$ cat config.mk
export PLATFORM = sky130hd
export DESIGN_NAME = reg_file16_read
export DESIGN_NICKNAME = d
export VERILOG_FILES = /design/src/rtl/reg_file16_read.sv
export SDC_FILE = /design/constraint.sdc
export NUM_CORES = 1
export LEC_CHECK = 0
export ABC_AREA = 1
export BUFFER_PORTS_ARGS = -buffer_cell sky130_fd_sc_hd__clkbuf_2
export CORE_UTILIZATION = 35
export DETAILED_ROUTE_END_ITERATION = 7
export PLACE_DENSITY = 0.48
export RECOVER_POWER = 50
export SETUP_SLACK_MARGIN = 0.4
export SYNTH_ARGS = -nofsm -noshare
export SYNTH_HDL_FRONTEND = slang
export SYNTH_SLANG_ARGS = --single-unit
$ cat constraint.sdc
create_clock -name CLK -period 1.7 [get_ports CLK]
set_input_delay 0 -clock CLK [delete_from_list [all_inputs] [get_ports CLK]]
set_output_delay 0 -clock CLK [all_outputs]
set_load 0.01 [all_outputs]
$ cat src/rtl/reg_file16_read.sv
// Eight-entry register file read side: two registered read ports with a one-cycle
// read strobe and same-cycle write-to-read forwarding. R0 always reads zero.
module reg_file16_read #(
    parameter int WIDTH      = 16,
    parameter int DEPTH_LOG2 = 3
) (
    input  logic                  CLK,
    input  logic                  Reset,
    input  logic                  Write,
    input  logic [DEPTH_LOG2-1:0] WAddr,
    input  logic [WIDTH-1:0]      I,
    input  logic                  RdEn,
    input  logic [DEPTH_LOG2-1:0] RAddrA,
    input  logic [DEPTH_LOG2-1:0] RAddrB,
    output logic [WIDTH-1:0]      OA,
    output logic [WIDTH-1:0]      OB,
    output logic                  Valid,
    output logic                  dbg_state
);

    localparam int DEPTH = 2 ** DEPTH_LOG2;

    // Handshake: RdEn is a request accepted unconditionally at the rising edge
    // (no backpressure); Valid is high for exactly the one cycle after each
    // accepted request, and OA/OB are only updated by an accepted request.
    typedef enum logic {
        IDLE = 1'b0,
        DATA = 1'b1
    } state_t;

    state_t           state;
    logic [WIDTH-1:0] mem [DEPTH];
    logic [WIDTH-1:0] val_a;
    logic [WIDTH-1:0] val_b;

    // A write landing this cycle on a read address supplies the new data.
    always_comb begin
        val_a = mem[RAddrA];
        if (Write && (WAddr == RAddrA)) begin
            val_a = I;
        end
        if (RAddrA == '0) begin
            val_a = '0;
        end
    end

    always_comb begin
        val_b = mem[RAddrB];
        if (Write && (WAddr == RAddrB)) begin
            val_b = I;
        end
        if (RAddrB == '0) begin
            val_b = '0;
        end
    end

    always_ff @(posedge CLK) begin
        if (Reset) begin
            for (int i = 0; i < DEPTH; i++) begin
                mem[i] <= '0;
            end
            OA    <= '0;
            OB    <= '0;
            Valid <= 1'b0;
            state <= IDLE;
        end else begin
            if (Write && (WAddr != '0)) begin
                mem[WAddr] <= I;
            end
            if (RdEn) begin
                OA    <= val_a;
                OB    <= val_b;
                Valid <= 1'b1;
                state <= DATA;
            end else begin
                Valid <= 1'b0;
                state <= IDLE;
            end
        end
    end

    assign dbg_state = (state == DATA);

endmodule

==> results of run 1 <==
per-layer routing:
layer  vias up  GRT usage  share of wire
met4         0     0.0883          0.022
li1       3742          -              -
met2       378      0.376           0.43
met5         -          0              0
met1      3750      0.374           0.47
met3        42     0.0529          0.081
cell usage in the layout (no fill, tap or decap), drive strengths merged:
cell type	synthesis	routed
a21oi	32	32
a31oi	2	2
buf	49	42
bufinv	0	4
clkbuf	23	86
clkinv	17	19
clkinvlp	0	3
conb	1	16
dfxtp	33	33
dlygate4sd3	0	2
edfxtp	128	128
inv	43	48
nand2	384	384
nand3	259	259
nor2	123	123
sequential cells by signal, summed over array words and instances, names as in the netlist:
name / cells
mem: 128
dbg_state: 1
OA: 16
OB: 16
power by group:
group	internal (mW)	switching, mW
Clock	2.49	1.73
Sequential	4.52	0.151
Combinational	0.461	1.05
Total	7.47	2.93
per-stage QoR:
stage | std cells | power, mW | utilization | hold WS, ps | cell area, sq um
finish | 1505 | 10.4 | 0.421 | 52.1 | 10200
floorplan | 1109 | 5.66 | - | 236 | 8940
global route | 1505 | 10.8 | 0.421 | 50.5 | 10200
CTS | 1505 | 10.5 | 0.426 | 33.2 | 10400
global placement | 1471 | 6.27 | 0.399 | 403 | 9700
detailed placement | 1471 | 6.27 | 0.399 | 404 | 9700
logic make-up (layout without fill, tap and decap cells):
logic type / count (synthesis) / after routing / synth area share
AO/OA/AOI/OAI: 34 / 34 / 0.0258
other: 1 / 16 / 0.000432
flip-flops: 161 / 161 / 0.519
AND/OR/NAND/NOR: 766 / 766 / 0.389
buffers and inverters: 132 / 204 / 0.0667
area by class of cell:
| class | count | area (sq um) |
|---|---|---|
| fillers | 2500 | 14100 |
| flip-flops and latches | 161 | 4500 |
| multi-input cells | 816 | 3720 |
| repair buffers | 112 | 719 |
| clock buffers | 18 | 429 |
| well taps | 324 | 405 |
| inverters | 60 | 246 |
| clock inverters | 14 | 203 |
worst paths after layout:
path | endpoint | slack (ps) | cells after the start
worst max-delay path | mem[6][15]$_SDFFCE_PN0P_ | 330 | 7
worst min-delay path | mem[4][2]$_SDFFCE_PN0P_ | 50 | 3
worst max register to register | OA[0]$_SDFFE_PP0P_ | 470 | 6
worst min register to register | OB[12]$_SDFFE_PP0P_ | 460 | 2
repair_timing:
action	4_1_cts	5_1_grt
hold buffers	2	0
endpoints found under the hold margin	3	0
endpoints found under the setup margin	0	0
critical path, stage by stage:
cell                       delay [ps]
sky130_fd_sc_hd__clkbuf_1         240
sky130_fd_sc_hd__inv_2            110
sky130_fd_sc_hd__nand3_1          140
sky130_fd_sc_hd__nand3_4           90
sky130_fd_sc_hd__nor2_1           260
sky130_fd_sc_hd__nand2_2          100
sky130_fd_sc_hd__nand2_2          480
==> report_table.html, run 1 <==
<table>
<tr><th>Metric</th><th>Value</th></tr>
<tr><th colspan="2">Status</th></tr>
<tr><td>Result of the run</td><td>finished clean</td></tr>
<tr><th colspan="2">Route</th></tr>
<tr><td>Post-detailed-route via-to-cell ratio</td><td>5.26</td></tr>
<tr><td>First-pass iteration count of the detailed router</td><td>5</td></tr>
<tr><td>Average detailed-routed wire length per instance</td><td>21.1 um</td></tr>
<tr><td>Count of routing violations after the opening detailed-route iteration</td><td>851</td></tr>
<tr><td>Number of remaining DRC errors</td><td>0</td></tr>
<tr><td>Overall routed net length</td><td>31800 um</td></tr>
<tr><td>Antenna violation net count after detailed routing</td><td>0</td></tr>
<tr><td>Total via count in the routed design</td><td>7912</td></tr>
<tr><th colspan="2">Critical path</th></tr>
<tr><td>Worst Setup End Kind</td><td>register</td></tr>
<tr><td>CP Data Required Time</td><td>1770 ps</td></tr>
<tr><td>CP startpoint kind</td><td>primary input</td></tr>
<tr><td>CP max FO</td><td>16</td></tr>
<tr><td>Worst EP arrival</td><td>1440 ps</td></tr>
<tr><td>Type of the worst setup path</td><td>in -&gt; reg</td></tr>
<tr><td>Worst setup path start</td><td>WAddr[1]</td></tr>
<tr><td>Origin of the critical flop-to-flop path</td><td>mem[6][0]$_SDFFCE_PN0P_</td></tr>
<tr><th colspan="2">Timing</th></tr>
<tr><td>Max Fclk</td><td>731 MHz</td></tr>
<tr><td>Fin crit share</td><td>0.805</td></tr>
<tr><td>Final hold violation count</td><td>0</td></tr>
<tr><td>Worst clock skew on the final layout</td><td>9.13 ps</td></tr>
<tr><td>Transition time at the pin with the least slew margin</td><td>1430 ps</td></tr>
<tr><td>Sum of negative setup slack</td><td>0 ps</td></tr>
<tr><td>Worst slew slack as a fraction of its limit</td><td>0.0466</td></tr>
<tr><td>Fin worst setup slack</td><td>332 ps</td></tr>
<tr><td>Post-layout min period</td><td>1370 ps</td></tr>
<tr><td>Final setup viols</td><td>0</td></tr>
<tr><td>RSZ-0062 raised after global routing</td><td>no</td></tr>
<tr><td>Number of slew-limit violations in the final report</td><td>0</td></tr>
<tr><th colspan="2">Global routing</th></tr>
<tr><td>Global-route wire length before repair</td><td>47600 um</td></tr>
<tr><td>GR Overflow Total</td><td>0</td></tr>
<tr><td>Via count of the first global-routing pass</td><td>7362</td></tr>
<tr><td>Overall fraction of global-route tracks in use</td><td>0.257</td></tr>
<tr><td>Antenna violations before repair</td><td>0</td></tr>
<tr><td>Pin count of the biggest net entering global routing</td><td>65</td></tr>
<tr><th colspan="2">Clock tree</th></tr>
<tr><td>Insertion delay of the later-clocked pin in the worst-skew pair</td><td>430 ps</td></tr>
<tr><td>Maximum count of clock buffers along a single path</td><td>2</td></tr>
<tr><td>Clock transition at the register clock pins on the worst setup and hold paths after CTS</td><td>70 ps</td></tr>
<tr><td>Maximum level of the CTS H-tree</td><td>4</td></tr>
<tr><td>Post-CTS Resized</td><td>0</td></tr>
<tr><td>Clock tree from TritonCTS</td><td>done</td></tr>
<tr><td>Post-CTS Setup Inserts</td><td>0</td></tr>
<tr><td>Clock tree root driver cell</td><td>sky130_fd_sc_hd__clkbuf_16</td></tr>
<tr><td>Clock Sink Count</td><td>161</td></tr>
<tr><td>Number of buffers created by CTS</td><td>17</td></tr>
<tr><th colspan="2">Finish</th></tr>
<tr><td>Total number of nets in the final design</td><td>1197</td></tr>
<tr><td>Area Overhead vs Synth</td><td>17.8%</td></tr>
<tr><td>Layout cell share with drive strength beyond 1</td><td>0.147</td></tr>
<tr><td>Number of antenna diodes</td><td>0</td></tr>
<tr><th colspan="2">Hold path</th></tr>
<tr><td>Class of the most critical hold timing path</td><td>in -&gt; reg</td></tr>
<tr><td>Launch point of the worst hold path</td><td>I[2]</td></tr>
<tr><th colspan="2">Synth</th></tr>
<tr><td>Async SR Flop Fraction</td><td>0</td></tr>
<tr><td>Top cell types by occurrence after synthesis</td><td>sky130_fd_sc_hd__nand2_1 (376), sky130_fd_sc_hd__nand3_1 (237), sky130_fd_sc_hd__edfxtp_1 (128)</td></tr>
<tr><td>Leading register cell type out of synthesis</td><td>sky130_fd_sc_hd__edfxtp_1</td></tr>
<tr><td>Number of flops mapped to enable cells by yosys</td><td>128</td></tr>
<tr><td>Dominant cell by count in the synthesized netlist</td><td>sky130_fd_sc_hd__nand2_1</td></tr>
<tr><td>Flip-flop and latch count after synthesis</td><td>161</td></tr>
<tr><td>Area contributors post-synth</td><td>sky130_fd_sc_hd__edfxtp_1 (44%), sky130_fd_sc_hd__nand2_1 (16%), sky130_fd_sc_hd__nand3_1 (14%), sky130_fd_sc_hd__dfxtp_1 (7.6%), sky130_fd_sc_hd__nor2_1 (5.1%)</td></tr>
<tr><td>Post-Synthesis Cells</td><td>1094</td></tr>
<tr><td>Portion of synthesized cell area occupied by the leading cell type</td><td>0.443</td></tr>
<tr><td>Ys Warns</td><td>0</td></tr>
<tr><td>Cell type with the highest aggregate area in the netlist</td><td>sky130_fd_sc_hd__edfxtp_1</td></tr>
<tr><td>Mean post-synth cell area</td><td>7.94 sq um</td></tr>
<tr><td>Post-synthesis instance area</td><td>8690 sq um</td></tr>
<tr><td>Post-synthesis sequential area ratio</td><td>0.519</td></tr>
<tr><td>Distinct cells, synth</td><td>24</td></tr>
<tr><th colspan="2">Placement</th></tr>
<tr><td>DP Worst Slack</td><td>232 ps</td></tr>
<tr><td>Quantity of I/O buffers inserted on ports</td><td>62</td></tr>
<tr><td>Detailed placement HPWL</td><td>20500 um</td></tr>
<tr><td>Global placer's final weighted congestion</td><td>0.857</td></tr>
<tr><th colspan="2">Die</th></tr>
<tr><td># IOs</td><td>63</td></tr>
<tr><td>Placement Rows</td><td>57</td></tr>
<tr><td>Overall die height</td><td>160 um</td></tr>
<tr><td>Die Area</td><td>25500 sq um</td></tr>
<tr><td>Starting utilization of the core area</td><td>0.357</td></tr>
<tr><td>Overall die width</td><td>160 um</td></tr>
<tr><td>Core Region</td><td>24300 sq um</td></tr>
<tr><th colspan="2">Power and ir drop</th></tr>
<tr><td>Reported leakage power</td><td>4.36 nW</td></tr>
<tr><td>Power per cell area</td><td>1020 nW/um^2</td></tr>
<tr><td>Worst vdd rail ir drop</td><td>0.658 mV</td></tr>
<tr><th colspan="2">Job</th></tr>
<tr><td>Max_cap viols</td><td>0</td></tr>
</table>
Note: power is estimated with default switching activity, not from simulation.
==> run 2, diff against run 1 <==
--- a/config.mk
+++ b/config.mk
@@ -5,7 +5,7 @@
 export SDC_FILE = /design/constraint.sdc
 export NUM_CORES = 1
 export LEC_CHECK = 0
-export ABC_AREA = 1
+export ABC_AREA = 0
 export BUFFER_PORTS_ARGS = -buffer_cell sky130_fd_sc_hd__clkbuf_2
 export CORE_UTILIZATION = 35
 export DETAILED_ROUTE_END_ITERATION = 7
==> constraint.sdc (replaced) <==
create_clock -name CLK -period 1.3 [get_ports CLK]
set_input_delay 0 -clock CLK [delete_from_list [all_inputs] [get_ports CLK]]
set_output_delay 0 -clock CLK [all_outputs]
set_load 0.01 [all_outputs]
==> run 2 against run 1 <==
  * First-iteration DRC count shrank 54%
  * Critical endpoint is now OB[6]$_SDFFE_PP0P_
  * Largest power group unchanged
  * Worst hold slack worse by 41 ps
  * Synthesized area fell by 7.0%
  * Via count is 24% lower
  * Synthesized cell count shrank 42%
  * The flow now finishes with violations (setup timing)
==> report_table.html, run 2 <==
<table>
<tr><th>Metric</th><th>Value</th></tr>
<tr><th colspan="2">Timing</th></tr>
<tr><td>Fin worst setup slack</td><td>-22.6 ps (was 332 ps)</td></tr>
<tr><td>RSZ-0062 raised after global routing</td><td>yes (was no)</td></tr>
<tr><td>Post-layout min period</td><td>1320 ps</td></tr>
<tr><td>Worst slew slack as a fraction of its limit</td><td>0.566 (was 0.0466)</td></tr>
<tr><td>Transition time at the pin with the least slew margin</td><td>651 ps (was 1430 ps)</td></tr>
<tr><td>Number of slew-limit violations in the final report</td><td>0 (unchanged)</td></tr>
<tr><td>Worst clock skew on the final layout</td><td>9.46 ps (was 9.13 ps)</td></tr>
<tr><td>Final setup viols</td><td>4 (was 0)</td></tr>
<tr><td>Max Fclk</td><td>756 MHz</td></tr>
<tr><td>Fin crit share</td><td>1.02</td></tr>
<tr><td>Final hold violation count</td><td>0 (unchanged)</td></tr>
<tr><th colspan="2">Hold path</th></tr>
<tr><td>Class of the most critical hold timing path</td><td>in -&gt; reg (unchanged)</td></tr>
<tr><td>Worst-case hold path end point</td><td>OA[6]$_SDFFE_PP0P_ (was mem[4][2]$_SDFFCE_PN0P_)</td></tr>
<tr><td>Worst hold path stage count</td><td>4 (was 3)</td></tr>
<tr><td>Launch point of the worst hold path</td><td>I[6] (was I[2])</td></tr>
<tr><th colspan="2">Route</th></tr>
<tr><td>Count of routing violations after the opening detailed-route iteration</td><td>393 (was 851)</td></tr>
<tr><td>Total via count in the routed design</td><td>6015 (was 7912)</td></tr>
<tr><td>Number of remaining DRC errors</td><td>0 (unchanged)</td></tr>
<tr><td>First-pass iteration count of the detailed router</td><td>5 (unchanged)</td></tr>
<tr><td>Post-detailed-route via-to-cell ratio</td><td>5.62 (was 5.26)</td></tr>
<tr><td>Overall routed net length</td><td>26400 um (was 31800 um)</td></tr>
<tr><td>Average detailed-routed wire length per instance</td><td>24.7 um (was 21.1 um)</td></tr>
<tr><td>Antenna violation net count after detailed routing</td><td>0 (unchanged)</td></tr>
<tr><th colspan="2">Die</th></tr>
<tr><td>Overall die width</td><td>154 um (was 160 um)</td></tr>
<tr><td># IOs</td><td>63 (unchanged)</td></tr>
<tr><td>Core Region</td><td>22600 sq um (was 24300 sq um)</td></tr>
<tr><td>Starting utilization of the core area</td><td>0.357 (about the same)</td></tr>
<tr><td>Overall die height</td><td>154 um (was 160 um)</td></tr>
<tr><td>Die Area</td><td>23700 sq um (was 25500 sq um)</td></tr>
<tr><td>Placement Rows</td><td>55 (was 57)</td></tr>
<tr><th colspan="2">Synth</th></tr>
<tr><td>Post-synthesis instance area</td><td>8080 sq um (was 8690 sq um)</td></tr>
<tr><td>Top cell types by occurrence after synthesis</td><td>sky130_fd_sc_hd__edfxtp_1 (128), sky130_fd_sc_hd__nor3_1 (99), sky130_fd_sc_hd__mux2i_1 (80) (was sky130_fd_sc_hd__nand2_1 (376), sky130_fd_sc_hd__nand3_1 (237), sky130_fd_sc_hd__edfxtp_1 (128))</td></tr>
<tr><td>Leading register cell type out of synthesis</td><td>sky130_fd_sc_hd__edfxtp_1 (unchanged)</td></tr>
<tr><td>Async SR Flop Fraction</td><td>0 (unchanged)</td></tr>
<tr><td>Number of flops mapped to enable cells by yosys</td><td>128 (unchanged)</td></tr>
<tr><td>Post-synthesis sequential area ratio</td><td>0.558 (was 0.519)</td></tr>
<tr><td>Flip-flop and latch count after synthesis</td><td>161 (unchanged)</td></tr>
<tr><td>Portion of synthesized cell area occupied by the leading cell type</td><td>0.476 (was 0.443)</td></tr>
<tr><td>Area contributors post-synth</td><td>sky130_fd_sc_hd__edfxtp_1 (48%), sky130_fd_sc_hd__mux2i_1 (9.9%), sky130_fd_sc_hd__mux4_2 (8.9%), sky130_fd_sc_hd__dfxtp_1 (8.2%), sky130_fd_sc_hd__nor3_1 (6.1%) (was sky130_fd_sc_hd__edfxtp_1 (44%), sky130_fd_sc_hd__nand2_1 (16%), sky130_fd_sc_hd__nand3_1 (14%), sky130_fd_sc_hd__dfxtp_1 (7.6%), sky130_fd_sc_hd__nor2_1 (5.1%))</td></tr>
<tr><td>Cell type with the highest aggregate area in the netlist</td><td>sky130_fd_sc_hd__edfxtp_1 (unchanged)</td></tr>
<tr><td>Ys Warns</td><td>0 (unchanged)</td></tr>
<tr><td>Mean post-synth cell area</td><td>12.8 sq um (was 7.94 sq um)</td></tr>
<tr><td>Post-Synthesis Cells</td><td>630 (was 1094)</td></tr>
<tr><td>Dominant cell by count in the synthesized netlist</td><td>sky130_fd_sc_hd__edfxtp_1 (was sky130_fd_sc_hd__nand2_1)</td></tr>
<tr><td>Distinct cells, synth</td><td>37 (was 24)</td></tr>
<tr><th colspan="2">Finish</th></tr>
<tr><td>Leading cell type in the layout, fill and taps excluded</td><td>sky130_fd_sc_hd__edfxtp_1 (was sky130_fd_sc_hd__nand2_1)</td></tr>
<tr><td>Flip-flop count of the largest register, all copies and words added</td><td>128 (unchanged)</td></tr>
<tr><td>Layout Cell Area excl Fill</td><td>10700 sq um (was 10200 sq um)</td></tr>
<tr><td>Register with the highest flop count</td><td>mem (unchanged)</td></tr>
<tr><td>Number of inserted filler cells in the final layout</td><td>2037 (was 2500)</td></tr>
<tr><td>Largest regs</td><td>mem (128), OA (16), OB (16) (unchanged)</td></tr>
<tr><td>Commonest cells after routing, fill and taps aside</td><td>sky130_fd_sc_hd__edfxtp_1 (128), sky130_fd_sc_hd__nor3_1 (76), sky130_fd_sc_hd__mux2i_1 (74) (was sky130_fd_sc_hd__nand2_1 (372), sky130_fd_sc_hd__nand3_1 (238), sky130_fd_sc_hd__edfxtp_1 (128))</td></tr>
<tr><td>Flip-flop and latch area</td><td>4560 sq um (was 4500 sq um)</td></tr>
<tr><td>Number of antenna diodes</td><td>0 (unchanged)</td></tr>
<tr><td>Area occupied by multi-input gates</td><td>3560 sq um (was 3720 sq um)</td></tr>
<tr><td>Layout cell share with drive strength beyond 1</td><td>0.420 (was 0.147)</td></tr>
<tr><td>Total number of nets in the final design</td><td>802 (was 1197)</td></tr>
<tr><td>Area Overhead vs Synth</td><td>32.5% (was 17.8%)</td></tr>
<tr><th colspan="2">Critical path</th></tr>
<tr><td>Kind of cell adding the most delay to the critical path</td><td>multiplexers (was simple AND/OR/NAND/NOR gates)</td></tr>
<tr><td>CP Data Required Time</td><td>1600 ps (was 1770 ps)</td></tr>
<tr><td>Type of the worst setup path</td><td>reg -&gt; reg (was in -&gt; reg)</td></tr>
<tr><td>Worst EP arrival</td><td>1620 ps (was 1440 ps)</td></tr>
<tr><td>Ordered list of cells on the worst path</td><td>mux4_2 -&gt; mux2i_2 -&gt; o221ai_2 (was clkbuf_1 -&gt; inv_2 -&gt; nand3_1 -&gt; nand3_4 -&gt; nor2_1 -&gt; nand2_2 -&gt; nand2_2)</td></tr>
<tr><td>CP max FO</td><td>2 (was 16)</td></tr>
<tr><td>Origin of the critical flop-to-flop path</td><td>mem[0][6]$_SDFFCE_PN0P_ (was mem[6][0]$_SDFFCE_PN0P_)</td></tr>
<tr><td>R2R Path End</td><td>OB[6]$_SDFFE_PP0P_ (was OA[0]$_SDFFE_PP0P_)</td></tr>
<tr><td>Buffers and inverters on the worst path</td><td>0 (was 2)</td></tr>
<tr><td>Cell depth of the worst flop-to-flop path</td><td>3 (was 6)</td></tr>
<tr><td>Slowest cell delay on critical path</td><td>490 ps (was 480 ps)</td></tr>
<tr><td>CP startpoint kind</td><td>register (was primary input)</td></tr>
<tr><td>Worst Setup End Kind</td><td>register (unchanged)</td></tr>
<tr><td>Register-to-register path setup slack</td><td>-20 ps (was 470 ps)</td></tr>
<tr><td>Slowest-stage cell, CP</td><td>sky130_fd_sc_hd__mux4_2 (was sky130_fd_sc_hd__nand2_2)</td></tr>
<tr><th colspan="2">Clock tree</th></tr>
<tr><td>Clock tree from TritonCTS</td><td>done (unchanged)</td></tr>
<tr><td>Number of buffers created by CTS</td><td>17 (unchanged)</td></tr>
<tr><td>Maximum count of clock buffers along a single path</td><td>2 (unchanged)</td></tr>
<tr><td>Insertion delay of the later-clocked pin in the worst-skew pair</td><td>430 ps (about the same)</td></tr>
<tr><td>Clock transition at the register clock pins on the worst setup and hold paths after CTS</td><td>60 ps (was 70 ps)</td></tr>
<tr><td>Clock tree root driver cell</td><td>sky130_fd_sc_hd__clkbuf_16 (unchanged)</td></tr>
<tr><td>Maximum level of the CTS H-tree</td><td>4 (unchanged)</td></tr>
<tr><td>Clock Sink Count</td><td>161 (unchanged)</td></tr>
<tr><th colspan="2">Placement</th></tr>
<tr><td>DP Worst Slack</td><td>-171 ps (was 232 ps)</td></tr>
<tr><td>Placement Cell Area</td><td>9800 sq um (was 9700 sq um)</td></tr>
<tr><td>Quantity of I/O buffers inserted on ports</td><td>62 (unchanged)</td></tr>
<tr><td>Detailed placement HPWL</td><td>18100 um (was 20500 um)</td></tr>
<tr><td>Global placer's final weighted congestion</td><td>0.801 (was 0.857)</td></tr>
<tr><th colspan="2">Global routing</th></tr>
<tr><td>Overall fraction of global-route tracks in use</td><td>0.230 (was 0.257)</td></tr>
<tr><td>Pin count of the biggest net entering global routing</td><td>33 (was 65)</td></tr>
<tr><td>Antenna violations before repair</td><td>0 (unchanged)</td></tr>
<tr><td>GR Overflow Total</td><td>0 (unchanged)</td></tr>
<tr><td>Via count of the first global-routing pass</td><td>6139 (was 7362)</td></tr>
<tr><td>Global-route wire length before repair</td><td>39600 um (was 47600 um)</td></tr>
<tr><th colspan="2">Status</th></tr>
<tr><td>Failing checks</td><td>setup timing</td></tr>
<tr><td>Result of the run</td><td>complete, but fails checks (was finished clean)</td></tr>
<tr><th colspan="2">Power and ir drop</th></tr>
<tr><td>Power per cell area</td><td>1240 nW/um^2 (was 1020 nW/um^2)</td></tr>
<tr><td>Worst vdd rail ir drop</td><td>0.771 mV (was 0.658 mV)</td></tr>
<tr><td>Reported leakage power</td><td>3.89 nW (was 4.36 nW)</td></tr>
<tr><td>Total chip power</td><td>13.3 mW (was 10.4 mW)</td></tr>
<tr><th colspan="2">Job</th></tr>
<tr><td>Max_cap viols</td><td>0 (unchanged)</td></tr>
</table>
[run 2: changes by cell type after synthesis, sizes merged, moves of 42 or more]
cell	before	now
inv	43	1
nor3	0	99
nand2	384	51
nor2	123	4
nand3	259	4
mux2i	0	80
[run 2: power by group]
part           leakage (nW)  total (mW)  internal (mW)  switching [mW]
Sequential             1.52        6.18           5.94           0.240
Clock                 0.281        4.97           2.91            2.05
Combinational          2.10        2.12          0.994            1.13
[run 2: how the worst max path moves through the flow]
stage	start	slack, ps	end	cells past startpoint
after floorplan	Reset	-150	mem[1][0]$_SDFFCE_PN0P_	4
after global placement	WAddr[1]	-170	mem[2][9]$_SDFFCE_PN0P_	5
after detailed placement	WAddr[1]	-170	mem[2][9]$_SDFFCE_PN0P_	5
after CTS	mem[0][6]$_SDFFCE_PN0P_	-10	OB[6]$_SDFFE_PP0P_	3
after global routing	mem[7][14]$_SDFFCE_PN0P_	-60	OB[14]$_SDFFE_PP0P_	3
final	mem[0][6]$_SDFFCE_PN0P_	-20	OB[6]$_SDFFE_PP0P_	3
[run 2: worst min-delay path: stages]
cell                       delay [ps]
sky130_fd_sc_hd__clkbuf_2          80
sky130_fd_sc_hd__clkinv_1          60
sky130_fd_sc_hd__buf_4            150
sky130_fd_sc_hd__o221ai_2         100
[run 2: routing by layer]
layer,share of wire,up-vias,global-route usage
li1,-,2755,-
met1,0.45,3040,0.313
met2,0.49,191,0.376
met3,0.041,29,0.0282
met4,0.020,0,0.0876
met5,0,-,0
[run 2: what timing repair did]
item	in CTS	in global routing
hold buffers	4	0
endpoints found under the setup margin	178	115
buffers inserted	10	12
gates resized for setup	50	82
endpoints found under the hold margin	3	0
pin swaps	47	23
[run 2: logic make-up after synthesis]
kind of cell	Yosys count	share of synthesized area
muxes	112	0.188
buffers and inverters	83	0.0475
DFF	161	0.558
other	1	0.000464
AOI/OAI and AO/OA	81	0.0870
and+or+nand+nor	188	0.115
xor gates and xnor gates	4	0.00434
[run 2: final cells by class]
class	instances	share of cell area
Clock buffer	24	0.0471
Clock inverter	8	0.00702
Multi-Input combinational cell	401	0.333
Timing Repair Buffer	175	0.148
Inverter	17	0.00608
Sequential cell	161	0.426
Tap cell	285	0.0333
[run 2: through the flow]
| step | util | instances | hold WS, ps | setup TNS, ps |
|---|---|---|---|---|
| finish | 0.473 | 1071 | 10.8 | -57.7 |
| global route | 0.473 | 1071 | 18.8 | -484 |
| CTS | 0.470 | 1059 | 3.52 | -11.9 |
| detailed placement | 0.433 | 1013 | 404 | -14390 |
| global placement | 0.433 | 1013 | 403 | -10610 |
| floorplan | - | 645 | 94.8 | -10590 |
